===== src/rtl/muldiv_hilo_ctrl_pkg.sv =====
// Shared ALU control codes, FSM encoding and helpers for the HI/LO multiply/divide unit.
package muldiv_hilo_ctrl_pkg;
    localparam logic [4:0] MULT_CONTROL  = 5'b10000;
    localparam logic [4:0] MULTU_CONTROL = 5'b10001;
    localparam logic [4:0] DIV_CONTROL   = 5'b10010;
    localparam logic [4:0] DIVU_CONTROL  = 5'b10011;
    localparam logic [4:0] MTHI_CONTROL  = 5'b10100;
    localparam logic [4:0] MTLO_CONTROL  = 5'b10101;
    localparam logic [4:0] MFHI_CONTROL  = 5'b10110;
    localparam logic [4:0] MFLO_CONTROL  = 5'b10111;

    localparam int DIV_ITERS = 32;
    localparam int ITER_W    = $clog2(DIV_ITERS);

    typedef enum logic [1:0] {S_IDLE, S_MUL, S_DIV, S_DONE} state_t;

    function automatic logic [31:0] abs32(input logic [31:0] v, input logic sgn);
        return (sgn && v[31]) ? -v : v;
    endfunction

    function automatic logic [31:0] neg_if(input logic [31:0] v, input logic n);
        return n ? -v : v;
    endfunction
endpackage


===== src/rtl/muldiv_hilo_ctrl_div_radix2_iter.sv =====
// Unsigned restoring divider, one quotient bit per step.
// quotient/remainder show the result of the step about to be taken, so the last step commits directly.
module div_radix2_iter (
    input  logic        clk,
    input  logic        rst,
    input  logic        go,
    input  logic        step,
    input  logic [31:0] dividend,
    input  logic [31:0] divisor,
    output logic [31:0] quotient,
    output logic [31:0] remainder
);
    logic [31:0] q_r, r_r, d_r;
    logic [32:0] r_sh, diff;

    // r_r < d_r always holds, so bit 32 of diff is a clean borrow flag
    always_comb begin
        r_sh = {r_r, q_r[31]};
        diff = r_sh - {1'b0, d_r};
        if (!diff[32]) begin
            quotient  = {q_r[30:0], 1'b1};
            remainder = diff[31:0];
        end else begin
            quotient  = {q_r[30:0], 1'b0};
            remainder = r_sh[31:0];
        end
    end

    always_ff @(posedge clk or posedge rst) begin
        if (rst) begin
            q_r <= '0;
            r_r <= '0;
            d_r <= '0;
        end else if (go) begin
            q_r <= dividend;
            r_r <= '0;
            d_r <= divisor;
        end else if (step) begin
            q_r <= quotient;
            r_r <= remainder;
        end
    end
endmodule


===== src/rtl/muldiv_hilo_ctrl.sv =====
// EX-stage multiply/divide sequencer owning the HI/LO registers; stalls the pipe while busy.
module muldiv_hilo_ctrl
    import muldiv_hilo_ctrl_pkg::*;
#(
    parameter int MUL_CYCLES = 2
) (
    input  logic        clk,
    input  logic        rst,
    input  logic        start,
    input  logic [4:0]  alucontrol,
    input  logic [31:0] src_a,
    input  logic [31:0] src_b,
    input  logic        flush,
    output logic        stall_o,
    output logic        busy,
    output logic        done,
    output logic [31:0] hi_o,
    output logic [31:0] lo_o
);
    localparam int CW = (MUL_CYCLES > 1) ? $clog2(MUL_CYCLES) : 1;

    state_t          state, state_n;
    logic [CW-1:0]   cnt;
    logic [ITER_W-1:0] iter;
    logic [31:0]     op_a, op_b, hi_r, lo_r, hi_d, lo_d, dq, dr;
    logic            op_sgn, q_neg, r_neg;
    logic            is_mul, is_div, sgn_in, ld_mul, ld_div, hi_we, lo_we;
    logic [63:0]     prod;

    assign is_mul = (alucontrol == MULT_CONTROL) || (alucontrol == MULTU_CONTROL);
    assign is_div = (alucontrol == DIV_CONTROL)  || (alucontrol == DIVU_CONTROL);
    assign sgn_in = (alucontrol == MULT_CONTROL) || (alucontrol == DIV_CONTROL);

    // Sign-extending to 64 bits lets one truncated multiplier serve MULT and MULTU; multi-cycle path.
    assign prod = {{32{op_sgn & op_a[31]}}, op_a} * {{32{op_sgn & op_b[31]}}, op_b};

    div_radix2_iter u_div (
        .clk       (clk),
        .rst       (rst),
        .go        (ld_div),
        .step      (state == S_DIV),
        .dividend  (abs32(src_a, sgn_in)),
        .divisor   (abs32(src_b, sgn_in)),
        .quotient  (dq),
        .remainder (dr)
    );

    always_comb begin
        state_n = state;
        stall_o = 1'b0;
        ld_mul  = 1'b0;
        ld_div  = 1'b0;
        hi_we   = 1'b0;
        lo_we   = 1'b0;
        hi_d    = src_a;
        lo_d    = src_a;
        if (flush) begin
            state_n = S_IDLE;
        end else begin
            case (state)
                S_IDLE: if (start) begin
                    if (is_mul) begin
                        stall_o = 1'b1;
                        ld_mul  = 1'b1;
                        state_n = S_MUL;
                    end else if (is_div && src_b != '0) begin
                        stall_o = 1'b1;
                        ld_div  = 1'b1;
                        state_n = S_DIV;
                    end else if (alucontrol == MTHI_CONTROL) begin
                        hi_we = 1'b1;
                    end else if (alucontrol == MTLO_CONTROL) begin
                        lo_we = 1'b1;
                    end
                end
                S_MUL: begin
                    stall_o = 1'b1;
                    if (cnt == '0) begin
                        hi_we   = 1'b1;
                        lo_we   = 1'b1;
                        hi_d    = prod[63:32];
                        lo_d    = prod[31:0];
                        state_n = S_DONE;
                    end
                end
                S_DIV: begin
                    stall_o = 1'b1;
                    if (iter == '0) begin
                        hi_we   = 1'b1;
                        lo_we   = 1'b1;
                        hi_d    = neg_if(dr, r_neg);
                        lo_d    = neg_if(dq, q_neg);
                        state_n = S_DONE;
                    end
                end
                // Same instruction is still on start here; it must not re-issue.
                S_DONE:  state_n = S_IDLE;
                default: state_n = S_IDLE;
            endcase
        end
    end

    always_ff @(posedge clk or posedge rst) begin
        if (rst) state <= S_IDLE;
        else     state <= state_n;
    end

    always_ff @(posedge clk or posedge rst) begin
        if (rst) begin
            cnt    <= '0;
            iter   <= '0;
            op_a   <= '0;
            op_b   <= '0;
            op_sgn <= 1'b0;
            q_neg  <= 1'b0;
            r_neg  <= 1'b0;
            hi_r   <= '0;
            lo_r   <= '0;
        end else begin
            if (ld_mul) begin
                op_a   <= src_a;
                op_b   <= src_b;
                op_sgn <= sgn_in;
                cnt    <= CW'(MUL_CYCLES - 1);
            end else if (state == S_MUL) begin
                cnt <= cnt - CW'(1);
            end
            if (ld_div) begin
                q_neg <= sgn_in & (src_a[31] ^ src_b[31]);
                r_neg <= sgn_in & src_a[31];
                iter  <= ITER_W'(DIV_ITERS - 1);
            end else if (state == S_DIV) begin
                iter <= iter - ITER_W'(1);
            end
            if (hi_we) hi_r <= hi_d;
            if (lo_we) lo_r <= lo_d;
        end
    end

    assign busy = (state != S_IDLE);
    assign done = (state == S_DONE) && !flush;
    assign hi_o = hi_r;
    assign lo_o = lo_r;
endmodule

===== config.mk =====
export PLATFORM = sky130hd
export DESIGN_NAME = muldiv_hilo_ctrl
export DESIGN_NICKNAME = d
export VERILOG_FILES = /design/src/rtl/muldiv_hilo_ctrl_pkg.sv /design/src/rtl/muldiv_hilo_ctrl_div_radix2_iter.sv /design/src/rtl/muldiv_hilo_ctrl.sv
export SDC_FILE = /design/constraint.sdc
export NUM_CORES = 2
export LEC_CHECK = 0
export CORE_MARGIN = 10
export CORE_UTILIZATION = 55
export DETAILED_ROUTE_END_ITERATION = 16
export HOLD_SLACK_MARGIN = 0.05
export PLACE_DENSITY = 0.75
export SLEW_MARGIN = 20
export SYNTH_ARGS = -nofsm -noshare
export SYNTH_HDL_FRONTEND = slang
export SYNTH_SLANG_ARGS = --single-unit

===== constraint.sdc =====
create_clock -name clk -period 8.74 [get_ports clk]
set_input_delay 1.311 -clock clk [delete_from_list [all_inputs] [get_ports clk]]
set_output_delay 1.311 -clock clk [all_outputs]
set_load 0.02 [all_outputs]

==> reports/results.ini <==
[synthesis]
postSynthCellCount = 6040
synthesis.area_per_instance_um2 = 8.905
synth-edff-count = 0
synth_async_sr_flop_share_pct = 100.0
yosys.cell_types.count = 90
synth_fp_nets = 7494
yosysWarningCount = 0
yosysSeqAreaShare_pct = 10.93
ys_ff_latch = 235
synth_top_flop_cell = sky130_fd_sc_hd__dfrtp_1
synth.cell_area_um2 = 53780

[sta]
hold_slack_ps = 473.3
timing_worst_slew_pin_value_ps = 1075
final-setup-viol-count = 0
skew_ps = 19.89
fmaxAchievable_mhz = 118.4
min_period_ps = 8447
worst_slew_margin_rel_pct = 28.16
report.final.slew_viol_count = 0
finalSetupTns_ps = 0
final_min_period_over_clock_period_pct = 96.65
rsz0062_at_grt = no
timing_hold_violations_final = 0

[critical_path]
worst-r2r-cell-count = 28
critPathLaunchType = register
critical_path.reg2reg.endpoint = hi_o[16]
r2r_setup_slack_ps = 290
setup.worst_path.start = op_a[21]
critPathRequiredTime_ps = 9190
cp_common_cell = sky130_fd_sc_hd__fa_1
critPathCaptureType = register
crit_path_max_incr_delay_ps = 550
timing.critical_path.to = hi_o[16]
timing.critical_path.slowest_stage_cell = sky130_fd_sc_hd__fa_1
critical_path.max_fanout = 8
reg_to_reg_startpoint = op_a[21]
setup.worst_path.class = reg -> reg
worst-endpoint-arrival_ps = 8900

[drt]
ant_nets = 0
drt_wl_total_um = 156700
drt-vias-per-instance = 5.824
num_vias = 42620
drc = 0
detail_route.iter0.violations = 3739
drt_first_pass_iters = 5
drt-wirelength-per-cell_um = 21.42

[floorplan]
core-area_um2 = 96850
num_io_pins = 140
floorplan.die_area_um2 = 110700
die-height_um = 332.7
die_w_um = 332.7
initial_utilization_pct = 55.53
num_rows = 114

[placed_design]
io_buffer_count = 139
dpl.cell_count = 7256
detailedPlacementHpwl_um = 127100
place_congestion = 0.9748

[clocking]
tritoncts_clock_tree = yes
htree_num_levels = 1
cts_root_buf = sky130_fd_sc_hd__clkbuf_16
cts-buffers-inserted = 28
cts_num_sinks = 235
maximum_clock_insertion_buffer_count = 3
clock_latency_ps = 580
cts_hold_buffers = 0
path_clk_slew_ps = 60

[grt]
grt_first_pass_wirelength_um = 250700
largest_net_degree_at_the_start_of_global_routing = 136
groute.usage.overall_pct = 28.48
first_global_vias = 44720
grt_antenna_before_repair = 5
grt_overflow_total = 0

[final_layout]
layout-area-overhead-vs-synth_pct = 7.891
final_cell_count_no_fill = 7318
fin_nets = 7474
layout-drive-gt1-share_pct = 5.961
postLayoutCoreUtil_pct = 59.92

[hold_path]
hold_path.class = reg -> reg

[job]
drv_cap = 0

[outcome]
status = finished, final reports clean

[flip-flops by register name, summed over array words and instances (netlist names)]
| signal | cells |
|---|---|
| cnt | 1 |
| hi_o | 32 |
| iter | 5 |
| lo_o | 32 |
| op_a | 32 |
| op_b | 32 |
| op_sgn | 1 |
| q_neg | 1 |
| r_neg | 1 |
| state | 2 |
| u_div.d_r | 32 |
| u_div.q_r | 32 |
| u_div.r_r | 32 |
[worst max-delay path: cells and delay by family, from the launching register on]
kind,cells,cell delay [ps]
adder cells (fa/ha/maj),9,4410
flip-flops,1,480
AND/OR/NAND/NOR,3,490
AO/OA/AOI/OAI,9,2310
XOR/XNOR,1,280
buffers and inverters,6,350
[worst min-delay path by stage]
| stage | end | depth (start not counted) | start |
|---|---|---|---|
| 2_1_floorplan | u_div.d_r[29] | 2 | u_div.d_r[29] |
| 3_3_place_gp | lo_o[21] | 1 | lo_o[21] |
| 3_5_place_dp | lo_o[21] | 1 | lo_o[21] |
| 4_1_cts | lo_o[21] | 1 | lo_o[21] |
| 5_1_grt | lo_o[21] | 1 | lo_o[21] |
| 6_report | lo_o[21] | 1 | lo_o[21] |
[synth_stat cells, types with 8 or more instances]
cell type	n	area, µm²
sky130_fd_sc_hd__a2111oi_0	8	70.07
sky130_fd_sc_hd__a211oi_1	45	337.8
sky130_fd_sc_hd__a21o_1	43	322.8
sky130_fd_sc_hd__a21oi_1	152	760.7
sky130_fd_sc_hd__a221oi_1	47	411.6
sky130_fd_sc_hd__a22oi_1	10	75.07
sky130_fd_sc_hd__a31oi_1	15	93.84
sky130_fd_sc_hd__and2_1	364	2277
sky130_fd_sc_hd__and3_1	29	181.4
sky130_fd_sc_hd__buf_1	10	37.54
sky130_fd_sc_hd__buf_2	11	55.05
sky130_fd_sc_hd__clkbuf_1	328	1231
sky130_fd_sc_hd__dfrtp_1	235	5881
sky130_fd_sc_hd__fa_1	1126	22540
sky130_fd_sc_hd__ha_1	255	3191
sky130_fd_sc_hd__inv_1	1202	4512
sky130_fd_sc_hd__mux2_2	70	788.3
sky130_fd_sc_hd__mux2i_1	63	630.6
sky130_fd_sc_hd__nand2_1	925	3472
sky130_fd_sc_hd__nand2b_1	17	106.4
sky130_fd_sc_hd__nand3_1	38	190.2
sky130_fd_sc_hd__nand4_1	14	87.58
sky130_fd_sc_hd__nor2_1	242	908.4
sky130_fd_sc_hd__nor2b_1	12	75.07
sky130_fd_sc_hd__nor3_1	48	240.2
sky130_fd_sc_hd__nor4_1	20	125.1
sky130_fd_sc_hd__o21a_1	19	142.6
sky130_fd_sc_hd__o21ai_0	207	1036
sky130_fd_sc_hd__o21bai_1	13	97.59
sky130_fd_sc_hd__o22ai_1	25	156.4
sky130_fd_sc_hd__o31ai_1	35	262.8
sky130_fd_sc_hd__o41ai_1	13	113.9
sky130_fd_sc_hd__or2_2	23	143.9
sky130_fd_sc_hd__or3_1	31	193.9
sky130_fd_sc_hd__or4_1	14	105.1
sky130_fd_sc_hd__xnor2_1	126	1104
sky130_fd_sc_hd__xor2_1	81	709.4
[layer usage]
| layer | GRT usage [%] | vias up | wire length, µm |
|---|---|---|---|
| li1 | - | 18440 | - |
| met1 | 35.72 | 21670 | 58690 |
| met2 | 47.64 | 1991 | 75710 |
| met3 | 4.512 | 521 | 12630 |
| met4 | 14.21 | 0 | 9699 |
| met5 | 0.1735 | - | 0 |
[per-stage QoR]
stage               worst slack (ps)  cell area (µm²)
CTS                            152.7            57840
global route                   8.098            58030
detailed placement             180.9            56860
floorplan                      285.4            53780
global placement               289.3            56860
finish                         292.6            58030
[area by class of cell]
| cell class | instances | area [µm²] |
|---|---|---|
| antenna | 3 | 7.507 |
| clock buffer | 36 | 772.0 |
| clock inverter | 13 | 203.9 |
| fill | 8200 | 38820 |
| inverter | 1205 | 4534 |
| multi-input combinational | 4245 | 42110 |
| sequential | 235 | 5898 |
| tap | 1276 | 1597 |
| timing repair buffer | 304 | 2898 |
| timing repair inverter | 1 | 5.005 |
[logic make-up after synthesis]
logic type	Yosys count	synth area share, %
adders and majority gates	1381	47.84
DFF	235	10.93
buffers and inverters	1560	10.96
AOI/OAI and AO/OA	713	8.598
xor gates and xnor gates	208	3.401
muxes	133	2.638
and+or+nand+nor	1810	15.63
[cells in the final DEF, fill, tap and decap left out, types with 15 or more instances in the layout]
cell	n
sky130_fd_sc_hd__o31ai_1	34
sky130_fd_sc_hd__nor2_1	237
sky130_fd_sc_hd__buf_4	140
sky130_fd_sc_hd__a21o_1	43
sky130_fd_sc_hd__xor2_1	81
sky130_fd_sc_hd__nand3_1	38
sky130_fd_sc_hd__clkdlybuf4s50_1	139
sky130_fd_sc_hd__inv_1	1199
sky130_fd_sc_hd__o22ai_1	25
sky130_fd_sc_hd__a21oi_1	151
sky130_fd_sc_hd__or3_1	31
sky130_fd_sc_hd__o21ai_0	202
sky130_fd_sc_hd__clkbuf_16	29
sky130_fd_sc_hd__mux2i_1	63
sky130_fd_sc_hd__a211oi_1	43
sky130_fd_sc_hd__ha_1	254
sky130_fd_sc_hd__nand2_1	925
sky130_fd_sc_hd__mux2_2	70
sky130_fd_sc_hd__a221oi_1	46
sky130_fd_sc_hd__and2_1	363
sky130_fd_sc_hd__and3_1	29
sky130_fd_sc_hd__nor4_1	19
sky130_fd_sc_hd__dfrtp_1	221
sky130_fd_sc_hd__o21a_1	19
sky130_fd_sc_hd__nand2b_1	17
sky130_fd_sc_hd__or2_2	23
sky130_fd_sc_hd__buf_12	18
sky130_fd_sc_hd__nor3_1	48
sky130_fd_sc_hd__fa_1	1125
sky130_fd_sc_hd__a31oi_1	15
sky130_fd_sc_hd__xnor2_1	125
[timing repair]
| action | CTS | global route |
|---|---|---|
| endpoints found under the hold margin | 0 | 0 |
| setup endpoints to repair | 0 | 22 |
| resized for setup | 0 | 37 |
| setup buffers | 0 | 8 |
Power is left out: the tool's default activity adds up to more than one toggle a clock period on the data nets, which glitch-free logic cannot reach.
